===== config.mk =====
export PLATFORM = sky130hd
export DESIGN_NAME = button_conditioner
export DESIGN_NICKNAME = d
export VERILOG_FILES = /design/src/rtl/btn_pkg.sv /design/src/rtl/sync_2ff.sv /design/src/rtl/button_conditioner.sv
export SDC_FILE = /design/constraint.sdc
export NUM_CORES = 1
export LEC_CHECK = 0
export BUFFER_PORTS_ARGS = -buffer_cell sky130_fd_sc_hd__buf_4
export CORE_MARGIN = 2
export CORE_UTILIZATION = 45
export DETAILED_ROUTE_END_ITERATION = 16
export PLACE_DENSITY = 0.66
export SLEW_MARGIN = 20
export SYNTH_ARGS = -nofsm -noshare
export SYNTH_HDL_FRONTEND = slang
export SYNTH_HIERARCHICAL = 1
export SYNTH_SLANG_ARGS = --single-unit

===== constraint.sdc =====
create_clock -name clk -period 2 [get_ports clk]
set_input_delay 0.2 -clock clk [delete_from_list [all_inputs] [get_ports clk]]
set_output_delay 0.2 -clock clk [all_outputs]
set_load 0.05 [all_outputs]

===== src/rtl/btn_pkg.sv =====
// Shared types and constants for the push-button conditioner.
// Default timing assumes a 50 MHz system clock.
package btn_pkg;

   typedef enum logic [1:0] {
      IDLE       = 2'd0,
      DB_PRESS   = 2'd1,
      HELD       = 2'd2,
      DB_RELEASE = 2'd3
   } btn_state_t;

   localparam int DEF_DEBOUNCE_CYCLES = 1000000;   // 20 ms
   localparam int DEF_REPEAT_DELAY    = 25000000;  // 500 ms
   localparam int DEF_REPEAT_PERIOD   = 10000000;  // 200 ms

   // Bits needed to count 0 .. n-1, never less than one.
   function automatic int cnt_width(input int n);
      return (n <= 1) ? 1 : $clog2(n);
   endfunction

endpackage


===== src/rtl/sync_2ff.sv =====
// Generic two-flop synchroniser for asynchronous pin inputs.
// Both stages clear on the asynchronous active-low reset.
module sync_2ff #(
   parameter int WIDTH = 1
) (
   input  logic             clk,
   input  logic             resetn,
   input  logic [WIDTH-1:0] i_d,
   output logic [WIDTH-1:0] o_q
);

   logic [WIDTH-1:0] r_meta;
   logic [WIDTH-1:0] r_sync;

   always_ff @(posedge clk or negedge resetn) begin
      if (!resetn) begin
         r_meta <= '0;
         r_sync <= '0;
      end else begin
         r_meta <= i_d;
         r_sync <= r_meta;
      end
   end

   assign o_q = r_sync;

endmodule


===== src/rtl/button_conditioner.sv =====
// Synchronises and debounces a push-button, producing a clean level plus
// one-cycle press, release and auto-repeat strobes for the LED shifter.
module button_conditioner
   import btn_pkg::*;
#(
   parameter int DEBOUNCE_CYCLES = DEF_DEBOUNCE_CYCLES,
   parameter int REPEAT_DELAY    = DEF_REPEAT_DELAY,
   parameter int REPEAT_PERIOD   = DEF_REPEAT_PERIOD,
   parameter int ACTIVE_LOW      = 0
) (
   input  logic clk,
   input  logic resetn,
   input  logic i_btn,
   output logic o_level,
   output logic o_press,
   output logic o_release,
   output logic o_repeat,
   output logic o_pulse
);

   localparam int DB_W   = cnt_width(DEBOUNCE_CYCLES);
   localparam int RD_EFF = (REPEAT_DELAY > 0) ? REPEAT_DELAY : 1;
   localparam int RD_W   = cnt_width(RD_EFF);
   localparam int RP_W   = cnt_width(REPEAT_PERIOD);
   localparam int REP_W  = (RD_W > RP_W) ? RD_W : RP_W;

   localparam logic [DB_W-1:0]  DB_LAST = DB_W'(DEBOUNCE_CYCLES - 1);
   localparam logic [REP_W-1:0] RD_LAST = REP_W'(RD_EFF - 1);
   localparam logic [REP_W-1:0] RP_LAST = REP_W'(REPEAT_PERIOD - 1);
   localparam logic             REP_EN  = (REPEAT_DELAY != 0);
   localparam logic             INV     = (ACTIVE_LOW != 0);

   logic             w_sync;
   logic             w_raw;
   logic [REP_W-1:0] w_rep_last;

   btn_state_t       r_state;
   logic [DB_W-1:0]  r_db_cnt;
   logic [REP_W-1:0] r_rep_cnt;
   logic             r_rep_phase;
   logic             r_level;
   logic             r_press;
   logic             r_release;
   logic             r_repeat;
   logic             r_pulse;

   sync_2ff #(.WIDTH(1)) u_sync (
      .clk    (clk),
      .resetn (resetn),
      .i_d    (i_btn),
      .o_q    (w_sync)
   );

   // Polarity is fixed after the synchroniser so its flops clear to "not pressed" only for active-high pins.
   assign w_raw      = w_sync ^ INV;
   assign w_rep_last = r_rep_phase ? RP_LAST : RD_LAST;

   always_ff @(posedge clk or negedge resetn) begin
      if (!resetn) begin
         r_state     <= IDLE;
         r_db_cnt    <= '0;
         r_rep_cnt   <= '0;
         r_rep_phase <= 1'b0;
         r_level     <= 1'b0;
         r_press     <= 1'b0;
         r_release   <= 1'b0;
         r_repeat    <= 1'b0;
         r_pulse     <= 1'b0;
      end else begin
         r_press   <= 1'b0;
         r_release <= 1'b0;
         r_repeat  <= 1'b0;
         r_pulse   <= 1'b0;
         case (r_state)
            IDLE: begin
               if (w_raw) begin
                  r_state  <= DB_PRESS;
                  r_db_cnt <= '0;
               end
            end
            DB_PRESS: begin
               if (!w_raw) begin
                  r_state <= IDLE;
               end else if (r_db_cnt == DB_LAST) begin
                  r_state     <= HELD;
                  r_press     <= 1'b1;
                  r_pulse     <= 1'b1;
                  r_level     <= 1'b1;
                  r_rep_cnt   <= '0;
                  r_rep_phase <= 1'b0;
               end else begin
                  r_db_cnt <= r_db_cnt + 1'b1;
               end
            end
            HELD: begin
               if (!w_raw) begin
                  r_state     <= DB_RELEASE;
                  r_db_cnt    <= '0;
                  r_rep_cnt   <= '0;
                  r_rep_phase <= 1'b0;
               end else if (REP_EN) begin
                  // Phase 0 waits out the initial delay, phase 1 the repeat period.
                  if (r_rep_cnt == w_rep_last) begin
                     r_repeat    <= 1'b1;
                     r_pulse     <= 1'b1;
                     r_rep_cnt   <= '0;
                     r_rep_phase <= 1'b1;
                  end else if (r_rep_cnt != '1) begin
                     r_rep_cnt <= r_rep_cnt + 1'b1;
                  end
               end
            end
            DB_RELEASE: begin
               if (w_raw) begin
                  r_state     <= HELD;
                  r_rep_cnt   <= '0;
                  r_rep_phase <= 1'b0;
               end else if (r_db_cnt == DB_LAST) begin
                  r_state   <= IDLE;
                  r_release <= 1'b1;
                  r_level   <= 1'b0;
               end else begin
                  r_db_cnt <= r_db_cnt + 1'b1;
               end
            end
            default: r_state <= IDLE;
         endcase
      end
   end

   assign o_level   = r_level;
   assign o_press   = r_press;
   assign o_release = r_release;
   assign o_repeat  = r_repeat;
   assign o_pulse   = r_pulse;

endmodule


# Word-level counts from Yosys, hierarchy flattened
# Index checks and enable logic that the tools add are counted.
[op_classes]
n_lt_le_gt_ge = 0
n_div = 0
n_eq_ne = 17
bitwise = 0
mul = 0
n_shift = 0
n_mux = 40
reduce_logical = 8
n_addsub = 2
[op_table]
columns = ["op", "n"]
rows = [
  ["two-way mux 25 bit", 7],
  ["two-way mux 20 bit", 5],
  ["one-hot mux 20 bit (4 select lines)", 1],
  ["one-hot mux 25 bit (3 select lines)", 1],
  ["adder 25 x 1 -> 25 bit (second input constant)", 1],
  ["equality test 25 bit", 1],
  ["inequality test 25 bit (second input constant)", 1],
  ["adder 20 x 1 -> 20 bit (second input constant)", 1],
  ["equality test 20 bit (second input constant)", 1],
  ["two-way mux 1 bit", 16],
  ["AND reduction 5 bit", 3],
  ["two-way mux 2 bit", 6],
  ["inequality test 2 bit (second input constant)", 4],
  ["one-hot mux 2 bit (4 select lines)", 1],
  ["AND reduction 4 bit", 2],
  ["inequality test 2 x 1 -> 1 bit (second input constant)", 3],
  ["inequality test 3 bit (second input constant)", 2],
  ["equality test 2 bit (second input constant)", 2],
  ["inequality test 4 bit (second input constant)", 1],
  ["one-hot mux 1 bit (2 select lines)", 2],
  ["inequality test 3 x 2 -> 1 bit (second input constant)", 1],
  ["one-hot mux 1 bit (3 select lines)", 1],
  ["nonzero test 3 bit", 1],
  ["equality test 2 x 1 -> 1 bit (second input constant)", 1],
  ["other kinds (2)", 2],
]
[word_totals]
romBits = 0
wordCells = 78
n_memories = 0
latch_bits = 0
ramBits = 0
register_bits = 55

# Logic depth before layout (Yosys ltp)
[depth]
word_depth = 5
ltp_mapped = 11

# Cells and area by module
# Netlist, hierarchy kept.
[by_module_without_submodules]
columns = ["mod", "seq_area_each_um2", "n_inst", "area_each_um2", "cells_each"]
rows = [
  ["button_conditioner", 1326.3, 1, 3091.7, 341],
  ["sync_2ff", 50.0, 1, 50.0, 2],
]

# Least setup slack after synthesis
# No wires, ideal clock.
[synth_path]
kind = "register to register"
from = "register r_rep_cnt[6]"
to = "register r_rep_cnt[5]"
slack_ps = -224
arrival_ps = 2105
path_buffers = 2
stages_incl_launch_ff = 9
synth_period_minus_slack_ps = 2224
path_cell_list = "dfrtp_1 buf_6 or4b_1 or4_1 a21oi_2 or2_2 buf_6 nor4b_1 a31o_1"
[synth_between]
elab_chain_len = 4
elab_cells_between_ends = 7
[synth_lines]
columns = ["item", "line", "source"]
rows = [
  ["start, declared", "button_conditioner.sv:39", "logic [REP_W-1:0] r_rep_cnt;"],
  ["start signal, assigned", "button_conditioner.sv:109", "r_rep_cnt <= r_rep_cnt + 1'b1;"],
  ["equality test 25 bit", "button_conditioner.sv:103", "if (r_rep_cnt == w_rep_last) begin"],
  ["two-way mux 25 bit", "button_conditioner.sv:103", ""],
  ["two-way mux 25 bit", "button_conditioner.sv:96", "if (!w_raw) begin"],
  ["one-hot mux 25 bit (3 select lines)", "button_conditioner.sv:74", "case (r_state)"],
]
# Several ways; a longest one is shown, not always the timed one.
# A chain may end at the register's enable or synchronous reset.

# Worst setup path after layout
[layout_path]
from = "register r_rep_cnt[15]"
to = "register r_rep_cnt[5]"
# Same word-level chain as after synthesis.

==> impl_metrics.py <==
metrics = {
    "critical_path": {
        "cp_max_fo": 6,
        "critPathKind": "reg -> reg",
        "required_ps": 2210,
        "arrival_ps": 2490,
        "startpoint_type": "flip-flop",
        "end_kind": "flip-flop",
    },
    "die": {
        "dieArea_um2": 7670,
        "core_um2": 6760,
        "ios": 8,
        "num_rows": 30,
        "initial_core_util_pct": 46.5,
        "die_y_um": 87.6,
        "die_x_um": 87.6,
    },
    "sta": {
        "clock.fmax_mhz": 440,
        "worst_slew_pin_slew_ps": 698,
        "hold_slack_ps": 363,
        "hold_viol": 0,
        "setup_ws_ps": -274,
        "drv_slew": 0,
        "slew-limit-headroom_pct": 53.5,
        "min_period_ps": 2270,
        "clock_skew_ps": 15.1,
        "rsz0062_at_grt": "yes",
        "timing.final.crit_share_pct": 114,
        "finalSetupViolCount": 31,
    },
    "logic_synthesis": {
        "syn_nets": 353,
        "synth_cells": 343,
        "synth_xor_area_share_pct": 4.18,
        "synth.distinct_cells": 54,
        "yosys_warnings": 6,
        "synth_simple_gate_area_share_pct": 28.2,
        "ys_seq_area_share_pct": 43.8,
        "synth-edff-count": 0,
        "synth_ff_type": "dfrtp_1",
        "synth_fa_ha_area_share_pct": 2.79,
        "ys_ff_latch": 55,
        "synth-compound-area-share_pct": 15.8,
        "synth.mux.area_fraction_pct": 0.996,
        "synth_area_um2": 3140,
        "synth_top_family_by_area": "simple AND/OR/NAND/NOR gates",
        "synth-async-reset-ratio_pct": 100,
        "avgSynthCellArea_um2": 9.16,
    },
    "cells_and_area": {
        "nets": 447,
        "n_antenna_cell": 0,
        "mostFrequentLayoutCell": "buf_4",
        "area_growth_pct": 38.2,
        "final-seq-area_um2": 1380,
        "final_layout_size_suffix_gt1_share_pct": 36.5,
        "multi_input_area_um2": 1900,
        "final_cell_mix": "88 x buf_4, 53 x dfrtp_1, 28 x nand3_1, 28 x nand2_1, 25 x nor2_1",
        "fillers": 561,
    },
    "drt": {
        "drc": 0,
        "drt_wl_total_um": 8110,
        "dr_total_vias": 3012,
        "via_per_inst": 5.81,
        "routedWlPerCell_um": 15.7,
        "dr.first_iter.drc_count": 168,
        "ant_nets": 0,
        "dr.pass1.iters": 4,
    },
    "pwr": {
        "ir_drop_mv": 0.713,
        "power_leakage_nw": 1.89,
        "power_density_nw_per_um2": 938,
    },
    "clock_tree": {
        "htreeDepth": 2,
        "clock-root-buffer": "clkbuf_8",
        "clk_path_buf_depth": 2,
        "clk_pin_slew_ps": 110,
        "cts.sinks": 55,
        "clk_latency_ps": 320,
        "numCtsBuffers": 5,
        "cts_tree": "yes",
    },
    "placed_design": {
        "pre_cts_slack_ps": -262,
        "hpwl_um": 5580,
        "gp_congestion": 0.901,
        "portBuffers": 7,
    },
    "grt": {
        "grt_pass1_wl_um": 13300,
        "track_usage_pct": 21.9,
        "grt_max_degree": 56,
        "antenna_found_initial": 0,
        "gr-total-overflow": 0,
        "grt_pass1_vias": 2964,
    },
    "outcome": {
        "status": "finished with violations",
        "violations": "setup timing",
    },
    "run": {
        "maxCapViolations": 0,
    },
    "worst_hold_path": {
        "hold_path.class": "reg -> reg",
    },
}
## synthesized netlist by cell type, drive strengths merged, types with 4 or more instances
master	n	area, um2
a21oi	15	78.8
and2	9	56.3
and3	8	50.1
buf	7	50.1
clkbuf	4	15.0
dfrtp	55	1380
ha	7	87.6
inv	18	67.6
nand2	33	126
nand3	30	163
nand4	10	62.6
nor2	29	111
nor3	6	30.0
nor4b	6	52.6
o211ai	10	75.1
o21ai	22	110
o31ai	6	45.0
or3	6	37.5
or4	10	75.1
xnor2	10	87.6
xor2	5	43.8
## sequential cells by signal, summed over array words and instances, names as in the netlist, named ones only
name / flops
o_pulse: 1
o_level: 1
o_release: 1
o_press: 1
r_state: 1
r_rep_cnt: 25
o_repeat: 1
r_db_cnt: 20
u_sync/r_meta: 1
u_sync/o_q: 1
r_rep_phase: 1
## logic make-up after synthesis
kind of cell / after synthesis
AOI/OAI and AO/OA: 73
xor gates and xnor gates: 15
adders and majority gates: 7
buffers and inverters: 29
DFF: 55
muxes: 3
and+or+nand+nor: 161
## layer usage
layer / vias to the layer above / wire [um] / GRT usage (%)
li1: 1445 / - / -
met2: 74 / 4060 / 35.7
met4: 0 / 298 / 12.9
met1: 1470 / 3470 / 27.3
met3: 23 / 277 / 3.49
met5: - / 0 / 0
## cell type report
class                           count  share of cell area, %
Multi-Input combinational cell    260                   43.8
Sequential cell                    55                   31.8
Timing Repair Buffer               97                   17.9
Tap cell                           80                   2.31
Clock buffer                        5                   1.59
Inverter                           18                   1.56
Clock inverter                      3                   1.07
## critical path, cell delays in order (launching register included)
cell and delay [ps]:
dfrtp_1 390, or4b_1 530, or4_4 510, a21oi_4 250, or2_4 240, nor4b_2 60
a31o_1 180
## final timing paths
path                                from           end  slack, ps  cells after the start
max                        r_rep_cnt[15]  r_rep_cnt[5]       -270                      6
min                        u_sync/r_meta    u_sync/o_q        360                      0
max reg2reg                r_rep_cnt[15]  r_rep_cnt[5]       -270                      6
min reg2reg                u_sync/r_meta    u_sync/o_q        360                      0
max in group asynchronous         resetn     async pin       1050                      2
min in group asynchronous         resetn  r_rep_cnt[7]        450                      2
## metrics by stage
stage	cells	utilization (%)	instance area, um2	total power, mW	TNS (ps)
floorplan	343	-	3200	2.21	-2620
global placement	497	57.4	3880	2.88	-4940
detailed placement	497	57.4	3880	2.91	-5890
CTS	510	61.0	4120	3.84	-5260
global route	518	64.3	4340	4.32	-8080
finish	518	64.3	4340	4.07	-6150
## power breakdown
| part | leakage [nW] | internal, mW | switching (mW) |
|---|---|---|---|
| Combinational | 1.09 | 0.961 | 1.10 |
| Clock | 0.0548 | 0.378 | 0.393 |
| Sequential | 0.752 | 1.18 | 0.0547 |
## repair_timing
item,4_1_cts,5_1_grt
gates resized for setup,26,34
pin swaps,15,24
buffers inserted,1,8
hold buffers,2,0
endpoints found under the setup margin,39,45
cloned,2,0
endpoints found under the hold margin,56,0
(Power assumes the default switching activity.)
